<file path="config.mk">
export PLATFORM = sky130hd
export DESIGN_NAME = fetch_unit
export DESIGN_NICKNAME = d
export VERILOG_FILES = /design/src/rtl/mips_pkg.sv /design/src/rtl/sync_fifo.sv /design/src/rtl/fetch_unit.sv
export SDC_FILE = /design/constraint.sdc
export NUM_CORES = 1
export LEC_CHECK = 0
export BUFFER_PORTS_ARGS = -buffer_cell sky130_fd_sc_hd__buf_2
export CAP_MARGIN = 20
export CELL_PAD_IN_SITES_DETAIL_PLACEMENT = 2
export CELL_PAD_IN_SITES_GLOBAL_PLACEMENT = 2
export CORE_MARGIN = 2
export CORE_UTILIZATION = 43
export CTS_CLUSTER_SIZE = 30
export DETAILED_ROUTE_END_ITERATION = 10
export PLACE_DENSITY_LB_ADDON = 0.1
export SLEW_MARGIN = 0
export SYNTH_ARGS = -nofsm -noshare
export SYNTH_HDL_FRONTEND = slang
export SYNTH_SLANG_ARGS = --single-unit
</file>
<file path="constraint.sdc">
create_clock -name clk -period 4 [get_ports clk]
set_clock_uncertainty 0.2 [all_clocks]
set_input_delay 0.4 -clock clk [delete_from_list [all_inputs] [get_ports clk]]
set_output_delay 0.4 -clock clk [all_outputs]
set_load 0.1 [all_outputs]
</file>
<file path="src/rtl/mips_pkg.sv">
// Shared constants for the MIPS front end: instruction/address widths,
// the PC of instruction memory word 0, and the NOP encoding.
package mips_pkg;
    localparam int          INSTR_W   = 32;
    localparam int          ADDR_W    = 32;
    localparam logic [31:0] BASE_ADDR = 32'h0000_31B0;
    localparam logic [31:0] NOP       = 32'h0000_0000;
endpackage

</file>
<file path="src/rtl/sync_fifo.sv">
// Synchronous FIFO with a flush input and an occupancy count.
// DEPTH must be a power of two so the pointers wrap without any compare logic.
module sync_fifo #(
    parameter int WIDTH = 32,
    parameter int DEPTH = 4
) (
    input  logic                     clk,
    input  logic                     rst,
    input  logic                     flush,
    input  logic                     push,
    input  logic [WIDTH-1:0]         din,
    input  logic                     pop,
    output logic [WIDTH-1:0]         dout,
    output logic [$clog2(DEPTH):0]   count
);
    localparam int PW = $clog2(DEPTH);

    logic [WIDTH-1:0] mem [DEPTH];
    logic [PW-1:0]    wr_ptr;
    logic [PW-1:0]    rd_ptr;
    logic [PW:0]      cnt;
    logic             do_push;
    logic             do_pop;

    // A push into a full FIFO is only legal when a pop frees a slot in the same cycle.
    assign do_pop  = pop && (cnt != '0);
    assign do_push = push && ((cnt != (PW+1)'(DEPTH)) || do_pop);

    // Storage array: data only, never reset.
    always_ff @(posedge clk) begin
        if (do_push) begin
            mem[wr_ptr] <= din;
        end
    end

    // Pointers and count; flush empties the FIFO like a reset.
    always_ff @(posedge clk) begin
        if (rst || flush) begin
            wr_ptr <= '0;
            rd_ptr <= '0;
            cnt    <= '0;
        end else begin
            if (do_push) begin
                wr_ptr <= wr_ptr + PW'(1);
            end
            if (do_pop) begin
                rd_ptr <= rd_ptr + PW'(1);
            end
            if (do_push && !do_pop) begin
                cnt <= cnt + (PW+1)'(1);
            end else if (!do_push && do_pop) begin
                cnt <= cnt - (PW+1)'(1);
            end
        end
    end

    assign dout  = mem[rd_ptr];
    assign count = cnt;
endmodule

</file>
<file path="src/rtl/fetch_unit.sv">
// Instruction fetch stage: issues in-order imem requests for the current PC,
// pairs returned words with their PCs and hands them to decode over valid/ready.
// On redirect all buffered words are dropped and responses still in flight are
// counted off in drop_cnt so they never reach decode.
module fetch_unit import mips_pkg::*; #(
    parameter int          DEPTH     = 4,
    parameter logic [31:0] BASE_ADDR = mips_pkg::BASE_ADDR,
    parameter int          AW        = 10
) (
    input  logic               clk,
    input  logic               rst,
    input  logic [ADDR_W-1:0]  pc_in,
    input  logic               redirect,
    output logic               pc_stall,
    output logic               imem_req,
    output logic [AW-1:0]      imem_addr,
    input  logic               imem_gnt,
    input  logic               imem_rvalid,
    input  logic [INSTR_W-1:0] imem_rdata,
    output logic               id_valid,
    input  logic               id_ready,
    output logic [INSTR_W-1:0] id_instr,
    output logic [ADDR_W-1:0]  id_pc,
    output logic               spurious_rsp
);
    localparam int CW = $clog2(DEPTH) + 1;

    logic [CW-1:0]      tag_count;
    logic [CW-1:0]      data_count;
    logic [CW-1:0]      inflight;
    logic [CW-1:0]      drop_cnt;
    logic [CW-1:0]      drop_nxt;
    logic [CW-1:0]      pending;
    logic [ADDR_W-1:0]  tag_head;
    logic [INSTR_W-1:0] data_head;
    logic               accept;
    logic               id_pop;
    logic               rsp_live;
    logic               data_push;

    // Requests accepted but whose word has not come back yet.
    assign inflight = tag_count - data_count;

    // No new requests while stale responses are still being drained.
    assign imem_req  = !rst && !redirect && (tag_count < CW'(DEPTH)) && (drop_cnt == '0);
    assign imem_addr = AW'((pc_in - BASE_ADDR) >> 2);
    assign accept    = imem_req && imem_gnt;
    assign pc_stall  = !accept;

    assign rsp_live  = imem_rvalid && (drop_cnt == '0) && (inflight != '0);
    assign data_push = rsp_live && !redirect;

    assign id_valid  = !rst && (data_count != '0);
    assign id_pop    = id_valid && id_ready && !redirect;
    assign id_instr  = id_valid ? data_head : NOP;
    assign id_pc     = id_valid ? tag_head  : '0;

    sync_fifo #(.WIDTH(ADDR_W), .DEPTH(DEPTH)) u_tagq (
        .clk   (clk),
        .rst   (rst),
        .flush (redirect),
        .push  (accept),
        .din   (pc_in),
        .pop   (id_pop),
        .dout  (tag_head),
        .count (tag_count)
    );

    sync_fifo #(.WIDTH(INSTR_W), .DEPTH(DEPTH)) u_dataq (
        .clk   (clk),
        .rst   (rst),
        .flush (redirect),
        .push  (data_push),
        .din   (imem_rdata),
        .pop   (id_pop),
        .dout  (data_head),
        .count (data_count)
    );

    // Responses still owed after a redirect; a response arriving in the redirect
    // cycle itself is already consumed and is not counted again.
    assign pending = drop_cnt + inflight;

    // Next value of the drop counter.
    always_comb begin
        drop_nxt = drop_cnt;
        if (redirect) begin
            drop_nxt = pending - CW'(imem_rvalid && (pending != '0));
        end else if (imem_rvalid && (drop_cnt != '0)) begin
            drop_nxt = drop_cnt - CW'(1);
        end
    end

    // Drop counter register.
    always_ff @(posedge clk) begin
        if (rst) begin
            drop_cnt <= '0;
        end else begin
            drop_cnt <= drop_nxt;
        end
    end

    // Sticky flag: a response arrived when nothing was outstanding or owed.
    always_ff @(posedge clk) begin
        if (rst) begin
            spurious_rsp <= 1'b0;
        end else if (imem_rvalid && (drop_cnt == '0) && (inflight == '0)) begin
            spurious_rsp <= 1'b1;
        end
    end
endmodule
</file>
==> results of run 1 <==
==> area by class of cell <==
cell class                      instances  share of cell area, %
Inverter                               19                 0.5064
Sequential cell                       278                  57.74
Timing Repair Buffer                  231                  10.87
Clock inverter                         20                  1.795
Antenna cell                            1                0.01777
Multi-Input combinational cell        243                  20.26
Clock buffer                           38                  5.837
Tap cell                              335                  2.976
==> cell usage after synthesis, types with 3 or more instances <==
cell type	instances	share of area, %
edfxtp_1	256	69
mux4_2	64	13
nor2b_1	45	2.5
dfxtp_1	22	3.9
and2b_1	20	1.3
inv_1	19	0.64
ha_1	17	1.9
nor2_1	16	0.54
clkbuf_1	13	0.44
xor2_1	10	0.78
a21oi_1	8	0.36
and2_1	8	0.45
buf_2	8	0.36
xnor2_1	7	0.55
fa_1	4	0.72
mux2i_1	4	0.36
nand2_1	4	0.13
buf_6	3	0.30
nand3_1	3	0.13
==> sequential cells by signal (all words and copies together), names as in the netlist, named ones only <==
| name | count |
|---|---|
| u_dataq.rd_ptr | 2 |
| u_tagq.count | 3 |
| u_tagq.mem | 128 |
| u_dataq.count | 3 |
| drop_cnt | 3 |
| spurious_rsp | 1 |
| u_dataq.wr_ptr | 2 |
| u_tagq.rd_ptr | 2 |
| u_tagq.wr_ptr | 2 |
| u_dataq.mem | 128 |
==> metal layers <==
| layer | wire length (um) | up-vias |
|---|---|---|
| met4 | 424 | 0 |
| met1 | 11310 | 3176 |
| met3 | 1334 | 31 |
| met2 | 14950 | 146 |
| li1 | - | 2682 |
| met5 | 0 | - |
==> per-stage QoR <==
step	utilization [%]	hold WS, ns	setup WS (ns)
2_1_floorplan	-	0.2691	0.5052
3_3_place_gp	47.92	0.2638	0.6297
3_5_place_dp	47.92	0.2758	0.4555
4_1_cts	54.65	0.009178	0.4490
5_1_grt	54.66	0.05379	0.3044
6_report	54.66	0.03060	0.5182
==> kinds of logic (layout without fill, tap and decap cells) <==
| group | after synthesis | after routing | synth area share (%) |
|---|---|---|---|
| multiplexers | 69 | 69 | 13.35 |
| adder cells (fa/ha/maj) | 21 | 21 | 2.618 |
| flip-flops | 278 | 278 | 72.68 |
| AND/OR/NAND/NOR | 116 | 116 | 6.691 |
| AO/OA/AOI/OAI | 18 | 18 | 1.018 |
| other | 0 | 1 | 0 |
| XOR/XNOR | 19 | 19 | 1.745 |
| buffers and inverters | 46 | 308 | 1.902 |
==> what timing repair did <==
| item | in CTS | in global routing |
|---|---|---|
| hold buffers | 66 | 0 |
| endpoints found under the setup margin | 0 | 0 |
| buffers inserted | 0 | 0 |
| endpoints found under the hold margin | 260 | 0 |
==> critical path: stages, from the launching register on <==
cell     delay (ns)
dfxtp_1        0.41
inv_1          0.07
ha_1           0.19
inv_1          0.06
fa_1           0.47
fa_1           0.43
xnor2_1        0.26
xnor2_1        0.10
o31a_1         0.25
ha_1           0.19
ha_1           0.18
xnor3_1        0.36
mux2i_1        0.14
nor2_1         0.05
==> placed cells by master, fill, tap and decap left out, types with 7 or more instances in the layout <==
cell and instances:
mux4_2 64, ha_1 17, edfxtp_1 256, buf_4 18, clkbuf_16 31, nor2_1 16, inv_1 19, clkinv_2 9
and2_2 8, nor2b_1 45, buf_2 147, xnor2_1 7, dfxtp_1 19, dlygate4sd3_1 66, a21oi_1 8, and2b_1 20
xor2_1 10
==> path summary, 6_finish.rpt <==
kind / start / to / slack [ns] / depth (start not counted)
hold reg to reg: spurious_rsp / spurious_rsp / 0.29 / 2
setup / recovery: u_tagq.count[0] / drop_cnt[2] / 0.52 / 13
setup reg to reg: u_tagq.count[0] / drop_cnt[2] / 0.52 / 13
hold / removal: imem_rvalid / spurious_rsp / 0.03 / 3
==> power by group through the flow <==
stage | registers [mW] | logic, mW | clock network [mW]
2_1_floorplan | 3.34 | 0.455 | 0
3_3_place_gp | 3.32 | 0.615 | 0
3_5_place_dp | 3.33 | 0.655 | 0
4_1_cts | 3.27 | 0.716 | 3.07
5_1_grt | 3.27 | 0.769 | 3.18
6_report | 3.27 | 0.709 | 3.01
==> metrics, run 1 <==
Post-synth EDFFs=256; met2 Usage GRT=38.14%; 1st-pass router iterations=4; GRT overflow=0; M3 GR Usage=4.121%; Layout Nets=895; H-tree Lvls=1; post-synthesis async set-or-reset flop share=0%; worst path required time=4.25 ns; Synth Net Count=658; maximum VDD drop=0.3962 mV; dpl cells=1040; IO buf count=147; Hold Fails Final Rpt=0; Area Overhead vs Synth=25.93%; #FFs+latches synth=278; status=complete, no violations; M1 GR Usage=25.75%; first-pass GRT wire length=42120 um; final setup TNS=0 ns; crit path capture type=register; Synth cell types=47; Setup CP Type=register to register; Leakage=5.054 nW; CTS Buf Count=31; Max Buffers Root-to-Sink=3; CP arrival=3.73 ns; Final Max Slew Viols=0; share of cells above drive strength 1=36.55%; CTS tree=done; fmax=0.2872 GHz; CTS resizes=0; clk_lat worst skew=0.56 ns; Most used DFF post-synth=edfxtp_1; Rows=59; mean number of vias per cell=5.180; Via Count=6035; area of the core=25760 um2; Max FO, Critical Path=4; Mean Syn Cell Area=19.72 um2; total global-route track usage=20.82%; hpwl dp=16920 um; fillers=2205; Cell Area, Placed=12350 um2; Routability Congestion=0.7187; CTS clock-pin slew for the worst setup and hold paths=0.07 ns; area of the multi-input gates=2853 um2; Die Area=27310 um2; cell area power density=495.9 nW/um2; Synth Instances=567; final setup fails=0; Comb power frac=10.2%; Layout Cells excl Fill=1165; vias in the first global route=6820; period utilization=87.05%; Slew @ Worst Pin=0.9148 ns; drt drc=0; Seq pwr share=46.8%; post-layout min period=3.482 ns; RSZ-0062 raised after global routing=false; initial antenna violation count=1; Root Driver=clkbuf_16; largest net degree at the start of global routing=33; aggregate routed wire length=28020 um; wire per inst=24.05 um; GR peak layer=met2; Sequential cell area=8132 um2; Tot Pwr=6.984 mW; Clk pwr share=43.1%; Ys Warns=0; clk sinks=278; Synth Cell Area=11180 um2; Worst slew margin=39.02%; Die X-Extent=165.3 um; Initial Util=43.41%; Pint=5.316 mW; Die Y-Extent=165.3 um; sequential-to-total area share from yosys stat=72.68%; sw frac=23.88%; Max Cap Viol=0; Detail Route Antenna Nets=0; Tightest Hold Check Type=input pin to register; finished layout cell area=14080 um2; I/O pins=148; drt initial violations=292; NetSw=1.668 mW; crit start category=register
Power figures use the tool's default switching activity.
==> run 2: changes to the inputs <==
Settings changed: CORE_UTILIZATION 43 to 39.
Clock period 4 ns to 2.8 ns, I/O delays scaled along.
==> run 2 against run 1 <==
Against the previous run: the run now ends with negative setup slack left; sequential share of layout area decreased by 3.4 points; cell area rose by 6.4%; hold slack got worse by 0.0015 ns; setup slack worse by 0.66 ns; largest cell class unchanged; largest power group unchanged.
==> metrics, run 2 (same netlist as run 1, synthesis figures left out) <==
first-pass GRT wire length=43790 um (was 42120 um); Sequential cell area=8142 um2 (was 8132 um2); worst path required time=3.04 ns (was 4.25 ns); Root Driver=clkbuf_16 (unchanged); CTS Buf Count=31 (unchanged); clk sinks=278 (unchanged); Rows=61 (was 59); Detail Route Antenna Nets=0 (unchanged); Leakage=5.327 nW (was 5.054 nW); Worst Setup SP=u_tagq.count[0] (unchanged); Layout Nets=927 (was 895); RSZ-0062 raised after global routing=true (was false); Routability Congestion=0.6904 (was 0.7187); drt drc=0 (unchanged); Largest regs=u_dataq.mem (128), u_tagq.mem (128) (unchanged); 1st-pass router iterations=4 (unchanged); Worst Min Path Start=redirect (was imem_rvalid); Final Max Slew Viols=0 (unchanged); total global-route track usage=18.98% (was 20.82%); Setup CP Type=register to register (unchanged); crit start category=register (unchanged); failing checks=negative setup slack; Tightest Hold Check Type=input pin to register (unchanged); post-layout min period=2.942 ns (was 3.482 ns); CTS clock-pin slew for the worst setup and hold paths=0.06 ns (was 0.07 ns); Die Area=30050 um2 (was 27310 um2); cell area power density=643.9 nW/um2 (was 495.9 nW/um2); Die Y-Extent=173.3 um (was 165.3 um); commonest cells after routing, fill and taps aside=256 x edfxtp_1, 105 x buf_2, 68 x dlygate4sd3_1 (was 256 x edfxtp_1, 147 x buf_2, 66 x dlygate4sd3_1); CP arrival=3.18 ns (was 3.73 ns); final setup fails=3 (was 0); maximum VDD drop=0.4717 mV (was 0.3962 mV); IO buf count=147 (unchanged); status=complete, but fails checks (was complete, no violations); R2R Path End=drop_cnt[2] (unchanged); Max FO, Critical Path=2 (was 4); fmax=0.3400 GHz (was 0.2872 GHz); Hold Fails Final Rpt=0 (unchanged); I/O pins=148 (unchanged); Slew @ Worst Pin=0.5220 ns (was 0.9148 ns); drt initial violations=464 (was 292); period utilization=105.1% (was 87.05%); Reg2Reg Launch Point=u_tagq.count[0] (unchanged); area of the multi-input gates=3035 um2 (was 2853 um2); setup slack after placement=-0.1767 ns (was 0.4555 ns); crit path to=drop_cnt[2] (unchanged); Initial Util=39.92% (was 43.41%); initial antenna violation count=1 (unchanged); vias in the first global route=7192 (was 6820); Via Count=6197 (was 6035); clk_lat worst skew=0.55 ns (was 0.56 ns); CTS tree=done (unchanged); Tot Pwr=9.650 mW (was 6.984 mW); crit path capture type=register (unchanged); Reg2Reg Depth=13 (unchanged); Area Overhead vs Synth=34.02% (was 25.93%); Max Cap Viol=0 (unchanged); most common cell after layout, fill and taps aside=edfxtp_1 (unchanged); fillers=2502 (was 2205); largest net degree at the start of global routing=33 (unchanged); wire per inst=23.19 um (was 24.05 um); r2r setup slk=-0.14 ns (was 0.52 ns); mean number of vias per cell=5.002 (was 5.180); area of the core=28010 um2 (was 25760 um2); H-tree Lvls=1 (unchanged); Worst slew margin=65.44% (was 39.02%); Max Buffers Root-to-Sink=3 (unchanged); share of cells above drive strength 1=45.35% (was 36.55%); final worst slack=-0.1416 ns (was 0.5182 ns); Die X-Extent=173.3 um (was 165.3 um); hpwl dp=16370 um (was 16920 um); aggregate routed wire length=28730 um (was 28020 um); GRT overflow=0 (unchanged)
run 2: area by class of cell:
cell class | instances | area share (%)
multi-input combinational | 243 | 20.25
clock buffer | 39 | 5.376
tap | 378 | 3.156
inverter | 19 | 0.4758
sequential | 278 | 54.32
antenna | 1 | 0.01670
timing repair buffer | 263 | 15.39
clock inverter | 18 | 1.010
run 2: worst min path at each step:
stage	cells past startpoint	end	slack (ns)
floorplan	1	drop_cnt[1]	0.15
global placement	1	u_dataq.mem[1][20]	0.29
detailed placement	1	u_tagq.mem[1][20]	0.30
CTS	3	drop_cnt[1]	-0.13
global route	3	drop_cnt[0]	0.06
finish	3	drop_cnt[0]	0.03
run 2: critical path: stages, from the launching register on:
cell	delay (ns)
dfxtp_2	0.33
inv_2	0.04
ha_4	0.15
inv_2	0.05
fa_2	0.45
fa_2	0.37
xnor2_2	0.15
xnor2_1	0.13
o31a_1	0.24
ha_2	0.19
ha_4	0.15
xnor3_1	0.17
mux2i_1	0.14
nor2_1	0.06
run 2: timing repair:
action | in CTS | in global routing
hold buffers | 66 | 2
buffers inserted | 3 | 9
pin swaps | 4 | 4
gates cloned | 3 | 3
resized for setup | 53 | 72
hold endpoints to repair | 260 | 3
endpoints found under the setup margin | 58 | 44
run 2: through the flow:
stage	utilization, %	cells	setup TNS, ns	area, um2	hold slack [ns]
final	53.51	1239	-0.3006	14990	0.02914
after global routing	53.51	1239	-0.6943	14990	0.05528
after global placement	45.66	1096	-0.1574	12790	0.2877
after CTS	52.41	1225	-0.5675	14680	-0.1304
after floorplan	-	567	-0.1300	11330	0.1491
after detailed placement	45.66	1096	-0.3223	12790	0.3009
run 2: layer usage:
metal	vias up	share of wire [%]	track usage, %	wire length [um]
met1	3291	42	23.71	12180
li1	2751	-	-	-
met2	123	53	34.78	15200
met3	32	3.3	3.268	946
met4	0	1.4	3.637	398
met5	-	0	0	0
run 2: where the power goes:
part / total (mW) / switching (mW) / internal [mW]
Combinational: 1.16 / 0.704 / 0.459
Sequential: 4.67 / 0.0474 / 4.62
Clock: 3.82 / 1.60 / 2.22
==> run 3: changes to the inputs <==
Clock period 2.8 ns to 2.65 ns, I/O delays scaled along.
==> run 3 against run 2 <==
Against the previous run: the run still ends with negative setup slack left; sequential power grew 5.6%; fmax shrank 0.88%; first-iteration DRC count shrank 43%; hold slack gained 0.22 ns; sequential share of layout area shrank 2.8 points; combinational power grew 17%; die area is the same; non-clock buffer count grew 16; power grew 9.7%; via count grew 2.5%; global-route usage grew 0.59 points; critical path depth is the same; critical path type unchanged; largest cell class unchanged; largest power group unchanged; highest routed layer unchanged.
==> metrics, run 3 (same netlist as run 1, synthesis figures left out) <==
status=complete, but fails checks (unchanged); failing checks=negative setup slack (unchanged); Leakage=5.562 nW (was 5.327 nW); r2r setup slk=-0.32 ns (was -0.14 ns); Seq pwr share=46.6% (was 48.4%); Tot Pwr=10.58 mW (was 9.650 mW); peak per-stage delay on the critical path=0.45 ns (about the same); Max Cap Viol=0 (unchanged); wire per inst=24.28 um (was 23.19 um); Slew @ Worst Pin=0.5013 ns (was 0.5220 ns); Hold Path Sink=u_tagq.rd_ptr[0] (was drop_cnt[0]); Worst slew margin=66.81% (was 65.44%); Largest regs=u_dataq.mem (128), u_tagq.mem (128) (unchanged); Pint=7.986 mW (was 7.298 mW); CP arrival=3.16 ns (was 3.18 ns); Die Y-Extent=173.3 um (unchanged); total global-route track usage=19.57% (was 18.98%); first-pass GRT wire length=44670 um (was 43790 um); largest net degree at the start of global routing=33 (unchanged); vias in the first global route=7367 (was 7192); routed length on met3=1005 um (was 946 um); DRT met1 WL=11850 um (was 12180 um); share of cells above drive strength 1=47.38% (was 45.35%); Tightest Hold Check Type=input pin to register (unchanged); Reg2Reg Depth=13 (unchanged); Reg2Reg Launch Point=u_tagq.count[0] (unchanged); Hold Fails Final Rpt=0 (unchanged); post-layout min period=2.968 ns (was 2.942 ns); final worst slack=-0.3178 ns (was -0.1416 ns); most common cell after layout, fill and taps aside=edfxtp_1 (unchanged); Root Driver=clkbuf_16 (unchanged); area of the core=28010 um2 (unchanged); max layer used=met4 (unchanged); Finished Core Util=56.39% (was 53.51%); maximum VDD drop=0.4548 mV (was 0.4717 mV); Area Overhead vs Synth=41.24% (was 34.02%); Sequential cell area=8139 um2 (was 8142 um2); Setup CP Type=register to register (unchanged); GRT overflow=0 (unchanged); Final Max Slew Viols=0 (unchanged); I/O pins=148 (unchanged); CTS tree=done (unchanged); Top cell by count, worst path=ha_4; NetSw=2.599 mW (was 2.352 mW); fmax=0.3370 GHz (was 0.3400 GHz); worst path required time=2.84 ns (was 3.04 ns); critical path cell sequence=inv_2 -> ha_4 -> inv_2 -> fa_2 -> fa_2 -> xnor2_2 -> xnor2_1 -> o31a_1 -> ha_4 -> ha_4 -> xnor3_1 -> mux2i_1 -> nor2_1 (was inv_2 -> ha_4 -> inv_2 -> fa_2 -> fa_2 -> xnor2_2 -> xnor2_1 -> o31a_1 -> ha_2 -> ha_4 -> xnor3_1 -> mux2i_1 -> nor2_1); fillers=2400 (was 2502); clk sinks=278 (unchanged); Max Buffers Root-to-Sink=3 (unchanged); aggregate routed wire length=30500 um (was 28730 um); Comb power frac=12.8% (was 12.1%); final setup fails=37 (was 3); Detail Route Antenna Nets=0 (unchanged); mean number of vias per cell=5.055 (was 5.002); RSZ-0062 raised after global routing=true (unchanged); Routability Congestion=0.6986 (was 0.6904); R2R Path End=drop_cnt[2] (unchanged); commonest cells after routing, fill and taps aside=256 x edfxtp_1, 82 x buf_2, 68 x dlygate4sd3_1 (was 256 x edfxtp_1, 105 x buf_2, 68 x dlygate4sd3_1); Die Area=30050 um2 (unchanged); cell area power density=670.1 nW/um2 (was 643.9 nW/um2); crit start category=register (unchanged); Worst Min Path Start=id_ready (was redirect); CTS clock-pin slew for the worst setup and hold paths=0.06 ns (about the same); H-tree Lvls=2 (was 1); IO buf count=147 (unchanged); setup slack after placement=-0.3583 ns (was -0.1767 ns); Ant. Diodes=0 (was 1); sw frac=24.55% (was 24.37%); Worst path slowest cell=fa_2 (unchanged); CTS Buf Count=34 (was 31); clk_lat worst skew=0.50 ns (was 0.55 ns); hold depth=6 (was 3); drt drc=0 (unchanged); 1st-pass router iterations=6 (was 4); area of the multi-input gates=3100 um2 (was 3035 um2); WHS=0.2468 ns (was 0.02914 ns); Layout Nets=946 (was 927); Die X-Extent=173.3 um (unchanged); period utilization=112.0% (was 105.1%); Rows=61 (unchanged); hpwl dp=16560 um (was 16370 um); Initial Util=39.92% (unchanged); Via Count=6349 (was 6197); initial antenna violation count=0 (was 1); drt initial violations=266 (was 464); Clk pwr share=40.6% (was 39.6%); Max FO, Critical Path=2 (unchanged); crit path capture type=register (unchanged); met2 WL=16990 um (was 15200 um)
[run 3: worst max-delay path by stage]
stage                               start     endpoint  slack (ns)  cells after the start
final                     u_tagq.count[0]  drop_cnt[2]       -0.32                     13
after global placement    u_tagq.count[0]  drop_cnt[2]       -0.25                     13
after floorplan           u_tagq.count[0]  drop_cnt[2]       -0.25                     13
after CTS                 u_tagq.count[0]  drop_cnt[2]       -0.35                     13
after global routing      u_tagq.count[0]  drop_cnt[2]       -0.44                     13
after detailed placement  u_tagq.count[0]  drop_cnt[2]       -0.36                     13
[run 3: metal layers]
metal / GRT usage [%] / vias up
li1: - / 2791
met1: 23.82 / 3367
met2: 36.47 / 146
met3: 2.829 / 45
met4: 4.838 / 0
met5: 0 / -
[run 3: area by class of cell]
class	instances	share of cell area, %
clock buffers	41	5.751
clock inverters	18	0.7050
inverters	19	0.4515
multi-input cells	243	19.63
flip-flops and latches	278	51.53
well taps	378	2.994
repair buffers	279	18.94
[run 3: repair_timing]
action	CTS	global route
endpoints found under the hold margin	260	0
setup endpoints to repair	71	69
gates cloned	6	3
resized for setup	127	118
pin swaps	5	5
hold buffers	68	0
setup buffers	12	13
[run 3: worst max-delay path: cells and delay by family (launching register included)]
| kind | cells | cell delay (ns) |
|---|---|---|
| and+or+nand+nor | 1 | 0.05 |
| buffers and inverters | 2 | 0.10 |
| adders and majority gates | 5 | 1.30 |
| AOI/OAI and AO/OA | 1 | 0.28 |
| DFF | 1 | 0.34 |
| xor gates and xnor gates | 3 | 0.45 |
| muxes | 1 | 0.15 |
[run 3: per-stage QoR]
stage	cell area, um2	TNS [ns]	std cells
final	15800	-1.998	1256
after global routing	15800	-5.439	1256
after CTS	15230	-2.331	1243
after detailed placement	12860	-1.110	1098
after global placement	12860	-0.4621	1098
after floorplan	11350	-0.5608	567
[run 3: power by group through the flow]
stage | Sequential [mW] | Clock [mW] | Combinational (mW)
after floorplan | 5.04 | 0 | 0.716
after global placement | 5.01 | 0 | 1.02
after detailed placement | 5.02 | 0 | 1.10
after CTS | 4.93 | 4.39 | 1.32
after global routing | 4.94 | 4.54 | 1.46
final | 4.93 | 4.30 | 1.36
